<file path="src/rtl/regfile_arbiter.sv">
// Two-client round-robin arbiter and power-up initialiser for a 2R/1W register-file RAM.
// Sweeps every entry to INIT_VALUE after reset, then grants one dual-read or write per cycle.

module regfile_arbiter_rsp #(
    parameter int DW = 4
) (
    input  logic          clock,
    input  logic          reset,
    input  logic          load,
    input  logic [DW-1:0] rdata1,
    input  logic [DW-1:0] rdata2,
    output logic          rsp_valid,
    output logic [DW-1:0] rsp_data1,
    output logic [DW-1:0] rsp_data2
);
    always_ff @(posedge clock) begin
        if (reset) begin
            rsp_valid <= 1'b0;
            rsp_data1 <= '0;
            rsp_data2 <= '0;
        end else begin
            rsp_valid <= load;
            if (load) begin
                rsp_data1 <= rdata1;
                rsp_data2 <= rdata2;
            end
        end
    end
endmodule

module regfile_arbiter #(
    parameter int AW         = 4,
    parameter int DW         = 4,
    parameter int INIT_VALUE = 0
) (
    input  logic          clock,
    input  logic          reset,
    input  logic          c0_req_valid,
    output logic          c0_req_ready,
    input  logic          c0_req_we,
    input  logic [AW-1:0] c0_req_addr1,
    input  logic [AW-1:0] c0_req_addr2,
    input  logic [DW-1:0] c0_req_wdata,
    output logic          c0_rsp_valid,
    output logic [DW-1:0] c0_rsp_data1,
    output logic [DW-1:0] c0_rsp_data2,
    input  logic          c1_req_valid,
    output logic          c1_req_ready,
    input  logic          c1_req_we,
    input  logic [AW-1:0] c1_req_addr1,
    input  logic [AW-1:0] c1_req_addr2,
    input  logic [DW-1:0] c1_req_wdata,
    output logic          c1_rsp_valid,
    output logic [DW-1:0] c1_rsp_data1,
    output logic [DW-1:0] c1_rsp_data2,
    output logic          ram_w_en,
    output logic [AW-1:0] ram_waddr,
    output logic [DW-1:0] ram_wdata,
    output logic [AW-1:0] ram_raddr1,
    output logic [AW-1:0] ram_raddr2,
    input  logic [DW-1:0] ram_rdata1,
    input  logic [DW-1:0] ram_rdata2,
    output logic          init_done
);
    localparam logic [DW-1:0] INIT_W = DW'(INIT_VALUE);

    typedef enum logic {INIT, RUN} state_t;

    state_t                 state, state_nx;
    logic [AW-1:0]          init_cnt;
    logic                   prio;
    logic [1:0]             gnt;
    logic                   sel;
    logic [1:0]             req_valid, req_we, rd_load;
    logic [1:0][AW-1:0]     req_addr1, req_addr2;
    logic [1:0][DW-1:0]     req_wdata;
    logic [1:0]             rsp_valid;
    logic [1:0][DW-1:0]     rsp_data1, rsp_data2;

    assign req_valid = {c1_req_valid, c0_req_valid};
    assign req_we    = {c1_req_we,    c0_req_we};
    assign req_addr1 = {c1_req_addr1, c0_req_addr1};
    assign req_addr2 = {c1_req_addr2, c0_req_addr2};
    assign req_wdata = {c1_req_wdata, c0_req_wdata};

    // Grant is combinational on valid; prio only breaks ties.
    always_comb begin
        gnt = 2'b00;
        if (state == RUN) begin
            case (req_valid)
                2'b01:   gnt = 2'b01;
                2'b10:   gnt = 2'b10;
                2'b11:   gnt = prio ? 2'b10 : 2'b01;
                default: gnt = 2'b00;
            endcase
        end
    end

    assign sel          = gnt[1];
    assign rd_load      = gnt & ~req_we;
    assign c0_req_ready = gnt[0];
    assign c1_req_ready = gnt[1];

    always_comb begin
        state_nx   = state;
        ram_w_en   = 1'b0;
        ram_waddr  = '0;
        ram_wdata  = '0;
        ram_raddr1 = '0;
        ram_raddr2 = '0;
        if (state == INIT) begin
            ram_w_en  = 1'b1;
            ram_waddr = init_cnt;
            ram_wdata = INIT_W;
            if (init_cnt == '1) state_nx = RUN;
        end else if (|gnt) begin
            if (req_we[sel]) begin
                ram_w_en  = 1'b1;
                ram_waddr = req_addr1[sel];
                ram_wdata = req_wdata[sel];
            end else begin
                ram_raddr1 = req_addr1[sel];
                ram_raddr2 = req_addr2[sel];
            end
        end
    end

    always_ff @(posedge clock) begin
        if (reset) begin
            state     <= INIT;
            init_cnt  <= '0;
            prio      <= 1'b0;
            init_done <= 1'b0;
        end else begin
            state     <= state_nx;
            init_done <= (state_nx == RUN);
            if (state == INIT) init_cnt <= init_cnt + 1'b1;
            if (|gnt) prio <= gnt[0];
        end
    end

    for (genvar i = 0; i < 2; i++) begin : g_rsp
        regfile_arbiter_rsp #(.DW(DW)) u_rsp (
            .clock     (clock),
            .reset     (reset),
            .load      (rd_load[i]),
            .rdata1    (ram_rdata1),
            .rdata2    (ram_rdata2),
            .rsp_valid (rsp_valid[i]),
            .rsp_data1 (rsp_data1[i]),
            .rsp_data2 (rsp_data2[i])
        );
    end

    assign c0_rsp_valid = rsp_valid[0];
    assign c0_rsp_data1 = rsp_data1[0];
    assign c0_rsp_data2 = rsp_data2[0];
    assign c1_rsp_valid = rsp_valid[1];
    assign c1_rsp_data1 = rsp_data1[1];
    assign c1_rsp_data2 = rsp_data2[1];
endmodule

</file>
<file path="config.mk">
export PLATFORM = sky130hd
export DESIGN_NAME = regfile_arbiter
export DESIGN_NICKNAME = d
export VERILOG_FILES = /design/src/rtl/regfile_arbiter.sv
export SDC_FILE = /design/constraint.sdc
export NUM_CORES = 1
export LEC_CHECK = 0
export CORE_MARGIN = 5
export CORE_UTILIZATION = 32
export DETAILED_ROUTE_END_ITERATION = 10
export HOLD_SLACK_MARGIN = 0.1
export PLACE_DENSITY = 0.85
export RECOVER_POWER = 50
export SETUP_SLACK_MARGIN = 0.02
export SLEW_MARGIN = 5
export SYNTH_ARGS = -nofsm -noshare
export SYNTH_HDL_FRONTEND = slang
export SYNTH_SLANG_ARGS = --single-unit
</file>
<file path="constraint.sdc">
create_clock -name clock -period 1.5 [get_ports clock]
set_input_delay 0.3 -clock clock [delete_from_list [all_inputs] [get_ports clock]]
set_output_delay 0.3 -clock clock [all_outputs]
set_load 0.01 [all_outputs]
</file>
==> impl_metrics.toml, run 1 <==
[run_status]
status = "complete, but fails checks"
violations = "negative setup slack"

[yosys]
ys_seq_elements = 24
seq_area_frac_synth_pct = 40.6
netlist_area_um2 = 1180
synthArstFlopShare_pct = 0
synthTopCellsByArea = "dfxtp_1 (41%), mux2i_1 (18%), nor2_1 (8.3%)"
synth-main-ff-cell = "dfxtp_1"
syn_nets = 176
avgSynthCellArea_um2 = 8.63
synth.most_common_cell = "nor2_1"
syn_inst = 137
synth_area_leader_cell = "dfxtp_1"
yosys_warnings = 0
yosysTopAreaCellShare_pct = 40.6
yosysUniqueCellTypes = 26
synth-edff-count = 0
yosys-top-cells-count = "nor2_1 (26), dfxtp_1 (24), mux2i_1 (21)"

[final_layout]
final_nets = 273
n_fill_cell = 311
final_util_pct = 64.4
drive_gt1_share_pct = 33.5
antenna_cells = 0
layout.cells.non_filler = 281
area_delta_synth_final_pct = 97.9
fin_area_um2 = 2340

[setup_path]
path_max_fanout = 6
cp.required_ns = 1.20
cp_top_family = "flip-flops"
slowest_delay_ns = 0.38
cp_num_buf_inv = 2
start_kind = "flip-flop"
slowest_stage = "dfxtp_4"
worstSetupEndpointType = "output pin"
crit_chain = "nor2b_4, or2_4, clkinv_8, mux2i_4, o22ai_2, buf_2"
cp.arrival_ns = 1.54
path_class = "flip-flop to output pin"

[pwr]
p_int_mw = 1.13
pwr-share-comb_pct = 14.9
max-vdd-ir-drop_mv = 0.604
pwr-share-clk_pct = 39.5
p_per_area_nw_per_um2 = 606
p_switching_mw = 0.286
p_leak_nw = 1.12
seqPwrFrac_pct = 45.6
p_sw_share_pct = 20.2

[die]
start_util_pct = 32.5
core-area_um2 = 3630
die-area_um2 = 5010
pin_count = 76
rows = 22
fp.dieW_um = 70.8
fp.dieH_um = 70.8

[routing]
num_vias = 1325
finalWirelength_mm = 3.87
via_per_inst = 4.72
drcViolationCount = 0
ant_nets = 0
drt_iter0_drc = 45
first_pass_iters = 4
avgRoutedWirePerCell_um = 13.8

[sta]
tightestPinTransition_ns = 0.249
setup_ws_ns = -0.338
hold_viol_final = 0
holdWs_ns = 0.495
clock_skew_ns = 0.00852
fin_crit_ns = 1.84
max-slew-margin-rel_pct = 83.3
max_freq_mhz = 544
finalSetupViolCount = 18
fin_crit_sh_pct = 123
rsz0062_at_grt = "yes"
final_max_slew_viol_count = 0

[grt]
busiest_layer = "met2"
antenna_found_initial = 0
use_met3_pct = 4.69
grt_pass1_vias = 1267
grt_overflow = 0
grt_pass1_wl_mm = 6.40
gr-usage-all-layers_pct = 15.5
grt_max_degree = 21
grt_util_met1_pct = 20.0
use_met2_pct = 26.1

[cts]
clockRootBuffer = "clkbuf_8"
clkSinkCount = 24
path_clk_slew_ns = 0.09
clk_latency_ns = 0.27
cts_htree_levels = 1
clock_path_buffers = 2
cts_tree = "done"
cts_inserted_buffers = 3
hold_buffers = 0

[placed_design]
dp.cells = 272
dpl.hpwl_mm = 2.82
dpl_cell_area_um2 = 2170
dp_slack_ns = -0.949
place.gp.congestion = 0.765
port_buffers = 75

[hold_path]
hold_path.class = "flip-flop to flip-flop"

[flow_run]
cap_violations = 0
per-layer routing:
metal | up-vias | routed length (µm)
met2 | 32 | 2030
met4 | 0 | 59
met3 | 8 | 201
li1 | 659 | -
met5 | - | 0
met1 | 626 | 1580
final cells by class:
cell class	instances	area, µm²	area share [%]
multi-input cells	101	771	32.9
clock buffers	3	41.3	1.76
repair buffers	99	921	39.4
clock inverters	1	30.0	1.28
inverters	5	31.3	1.34
well taps	48	60.1	2.57
flip-flops and latches	24	485	20.7
what timing repair did:
item	CTS	global route
gates resized for setup	94	27
buffers inserted	5	1
endpoints found under the setup margin	28	40
pin swaps	9	4
worst reg2reg max path: stages, from the launching register on:
cell,delay [ns]
dfxtp_2,0.37
buf_8,0.19
nand2_1,0.10
buf_4,0.15
nor3_4,0.14
buf_12,0.16
mux2i_2,0.22
nor2_1,0.05
power by group through the flow:
stage	clock, mW	combinational (mW)	sequential (mW)
after global routing	0.610	0.225	0.649
after detailed placement	0	0.198	0.664
after global placement	0	0.197	0.663
final	0.561	0.211	0.647
after floorplan	0	0.0517	0.663
after CTS	0.580	0.200	0.649
cells by family (layout without fill, tap and decap cells):
logic type	count (synthesis)	after routing	share of synthesized area, %
xor gates and xnor gates	3	3	2.22
and+or+nand+nor	59	59	24.1
buffers and inverters	12	108	6.03
muxes	21	21	17.8
DFF	24	24	40.6
adders and majority gates	1	1	1.06
AOI/OAI and AO/OA	17	17	8.15
final timing paths:
check / from / depth (start not counted) / slack, ns / endpoint
setup reg to reg: state / 7 / 0.02 / g_rsp[0].u_rsp.rsp_data2[0]
hold / removal: g_rsp[0].u_rsp.rsp_data1[3] / 2 / 0.50 / g_rsp[0].u_rsp.rsp_data1[3]
setup / recovery: prio / 6 / -0.34 / ram_waddr[3]
hold reg to reg: g_rsp[0].u_rsp.rsp_data1[3] / 2 / 0.50 / g_rsp[0].u_rsp.rsp_data1[3]
metrics by stage:
| stage | power, mW | TNS [ns] |
|---|---|---|
| 2_1_floorplan | 0.715 | -0.307 |
| 3_3_place_gp | 0.861 | -20.49 |
| 3_5_place_dp | 0.862 | -20.61 |
| 4_1_cts | 1.43 | -5.04 |
| 5_1_grt | 1.48 | -6.98 |
| 6_report | 1.42 | -5.16 |
layout by cell type (no fill, tap or decap), types with 3 or more instances in the layout:
cell type | netlist | final
buf_2 | 1 | 18
buf_6 | 3 | 7
dlymetal6s2s_1 | 0 | 12
mux2i_1 | 21 | 16
dlygate4sd2_1 | 0 | 5
clkdlybuf4s50_1 | 0 | 39
o22ai_2 | 0 | 4
nor2_1 | 26 | 24
mux2i_4 | 0 | 3
dfxtp_1 | 24 | 22
clkbuf_8 | 0 | 3
inv_1 | 4 | 4
buf_4 | 0 | 15
nand3_1 | 4 | 4
nand2_1 | 18 | 17
a21oi_2 | 0 | 8
registers in the layout, summed over array words and instances, names as in the netlist:
signal                 cells
g_rsp.u_rsp.rsp_valid      2
init_cnt                   4
g_rsp.u_rsp.rsp_data2      8
g_rsp.u_rsp.rsp_data1      8
state                      1
prio                       1
No activity file was read; power rests on OpenSTA's default activity.
==> run 2, diff against run 1 <==
--- a/config.mk
+++ b/config.mk
@@ -5,6 +5,7 @@
 export SDC_FILE = /design/constraint.sdc
 export NUM_CORES = 1
 export LEC_CHECK = 0
+export CORE_ASPECT_RATIO = 1.4
 export CORE_MARGIN = 5
 export CORE_UTILIZATION = 32
 export DETAILED_ROUTE_END_ITERATION = 10
==> impl_metrics.toml, run 2 (synthesized netlist as in run 1, its figures left out) <==
[run_status]
status = "complete, but fails checks"
violations = "negative setup slack"

[placed_design]
place.gp.congestion = 0.720
port_buffers = 75
dpl.hpwl_mm = 2.88
dp.cells = 265

[routing]
first_pass_iters = 4
avgRoutedWirePerCell_um = 15.3
ant_nets = 0
via_per_inst = 4.91
finalWirelength_mm = 4.37
drcViolationCount = 0
drt_iter0_drc = 36
num_vias = 1403

[setup_path]
start_kind = "flip-flop"
cp.required_ns = 1.20
cp.arrival_ns = 1.64
worstSetupEndpointType = "output pin"
reg2reg_slack_ns = 0.01
path_class = "flip-flop to output pin"
path_max_fanout = 8

[pwr]
max-vdd-ir-drop_mv = 0.679
total_power_mw = 1.43
p_leak_nw = 1.11
p_per_area_nw_per_um2 = 571

[cts]
clockRootBuffer = "clkbuf_8"
clkSinkCount = 24
hold_buffers = 0
clock_path_buffers = 2
clk_latency_ns = 0.26
cts_tree = "done"
cts_inserted_buffers = 3
cts_htree_levels = 1
path_clk_slew_ns = 0.08

[grt]
grt_max_degree = 21
grt_overflow = 0
grt_pass1_wl_mm = 6.17
grt_pass1_vias = 1370
antenna_found_initial = 0
gr-usage-all-layers_pct = 15.8

[final_layout]
antenna_cells = 0
layout.cells.non_filler = 286
final_cell_mix = "clkdlybuf4s50_1 (35), nor2_1 (24), dfxtp_1 (22)"
layout_commonest_cell = "clkdlybuf4s50_1"
final_nets = 284
area_delta_synth_final_pct = 112
drive_gt1_share_pct = 38.9
reg_top3 = "g_rsp.u_rsp.rsp_data1 x8, g_rsp.u_rsp.rsp_data2 x8, init_cnt x4"
n_fill_cell = 258
final_util_pct = 69.4

[die]
fp.dieH_um = 81.9
fp.dieW_um = 61.4
core-area_um2 = 3610
rows = 26
die-area_um2 = 5030
start_util_pct = 32.7
pin_count = 76

[sta]
clock_skew_ns = 0.00289
fin_crit_sh_pct = 129
hold_viol_final = 0
max_freq_mhz = 515
rsz0062_at_grt = "yes"
max-slew-margin-rel_pct = 72.7
final_max_slew_viol_count = 0
finalSetupViolCount = 18
fin_crit_ns = 1.94
setup_ws_ns = -0.442
holdWs_ns = 0.500
tightestPinTransition_ns = 0.409

[flow_run]
cap_violations = 0

[hold_path]
hold_path.class = "flip-flop to flip-flop"
[run 2: metrics by stage]
step | instance area, µm² | setup TNS (ns) | worst slack, ns
floorplan | 1250 | -0.307 | -0.120
global placement | 2170 | -20.63 | -0.923
detailed placement | 2170 | -21.10 | -0.934
CTS | 2310 | -5.90 | -0.400
global route | 2510 | -7.45 | -0.497
finish | 2510 | -5.50 | -0.442
[run 2: metal layers]
layer,track usage (%),up-vias,wire (µm)
met5,0,-,0
met4,3.82,0,23
met3,4.40,4,491
met2,29.6,66,2250
met1,16.9,658,1600
li1,-,675,-
[run 2: critical path, stage by stage, from the launching register on]
cell	delay (ns)
dfxtp_2	0.35
nor2b_4	0.14
or2_4	0.17
clkinv_8	0.09
mux2i_4	0.20
buf_4	0.13
o22ai_1	0.13
buf_2	0.17
[run 2: area by class of cell]
class                           count  area (µm²)  share of cell area, %
Timing Repair Buffer              110        1070                   42.7
Multi-Input combinational cell    101         800                   31.9
Sequential cell                    24         483                   19.3
Tap cell                           42        52.6                   2.10
Clock buffer                        3        41.3                   1.65
Inverter                            5        31.3                   1.25
Clock inverter                      1        30.0                   1.20
[run 2: power breakdown]
group | leakage, nW | internal (mW) | total [mW] | switching (mW)
Combinational | 0.879 | 0.142 | 0.227 | 0.0844
Sequential | 0.195 | 0.644 | 0.649 | 0.00502
Clock | 0.0357 | 0.356 | 0.557 | 0.200
Total | 1.11 | 1.14 | 1.43 | 0.290
[run 2: worst paths after layout]
kind / start / end / cells after the start
worst max register to register: prio / g_rsp[1].u_rsp.rsp_data2[1] / 8
worst min-delay path: g_rsp[1].u_rsp.rsp_data2[2] / g_rsp[1].u_rsp.rsp_data2[2] / 2
worst min register to register: g_rsp[1].u_rsp.rsp_data2[2] / g_rsp[1].u_rsp.rsp_data2[2] / 2
worst max-delay path: prio / ram_waddr[2] / 7
[run 2: repair_timing]
item                       4_1_cts  5_1_grt
resized for setup              101       43
setup endpoints to repair       29       50
hold endpoints to repair         0        0
setup buffers                   12        3
pin swaps                        9        7
cloned                           1        2
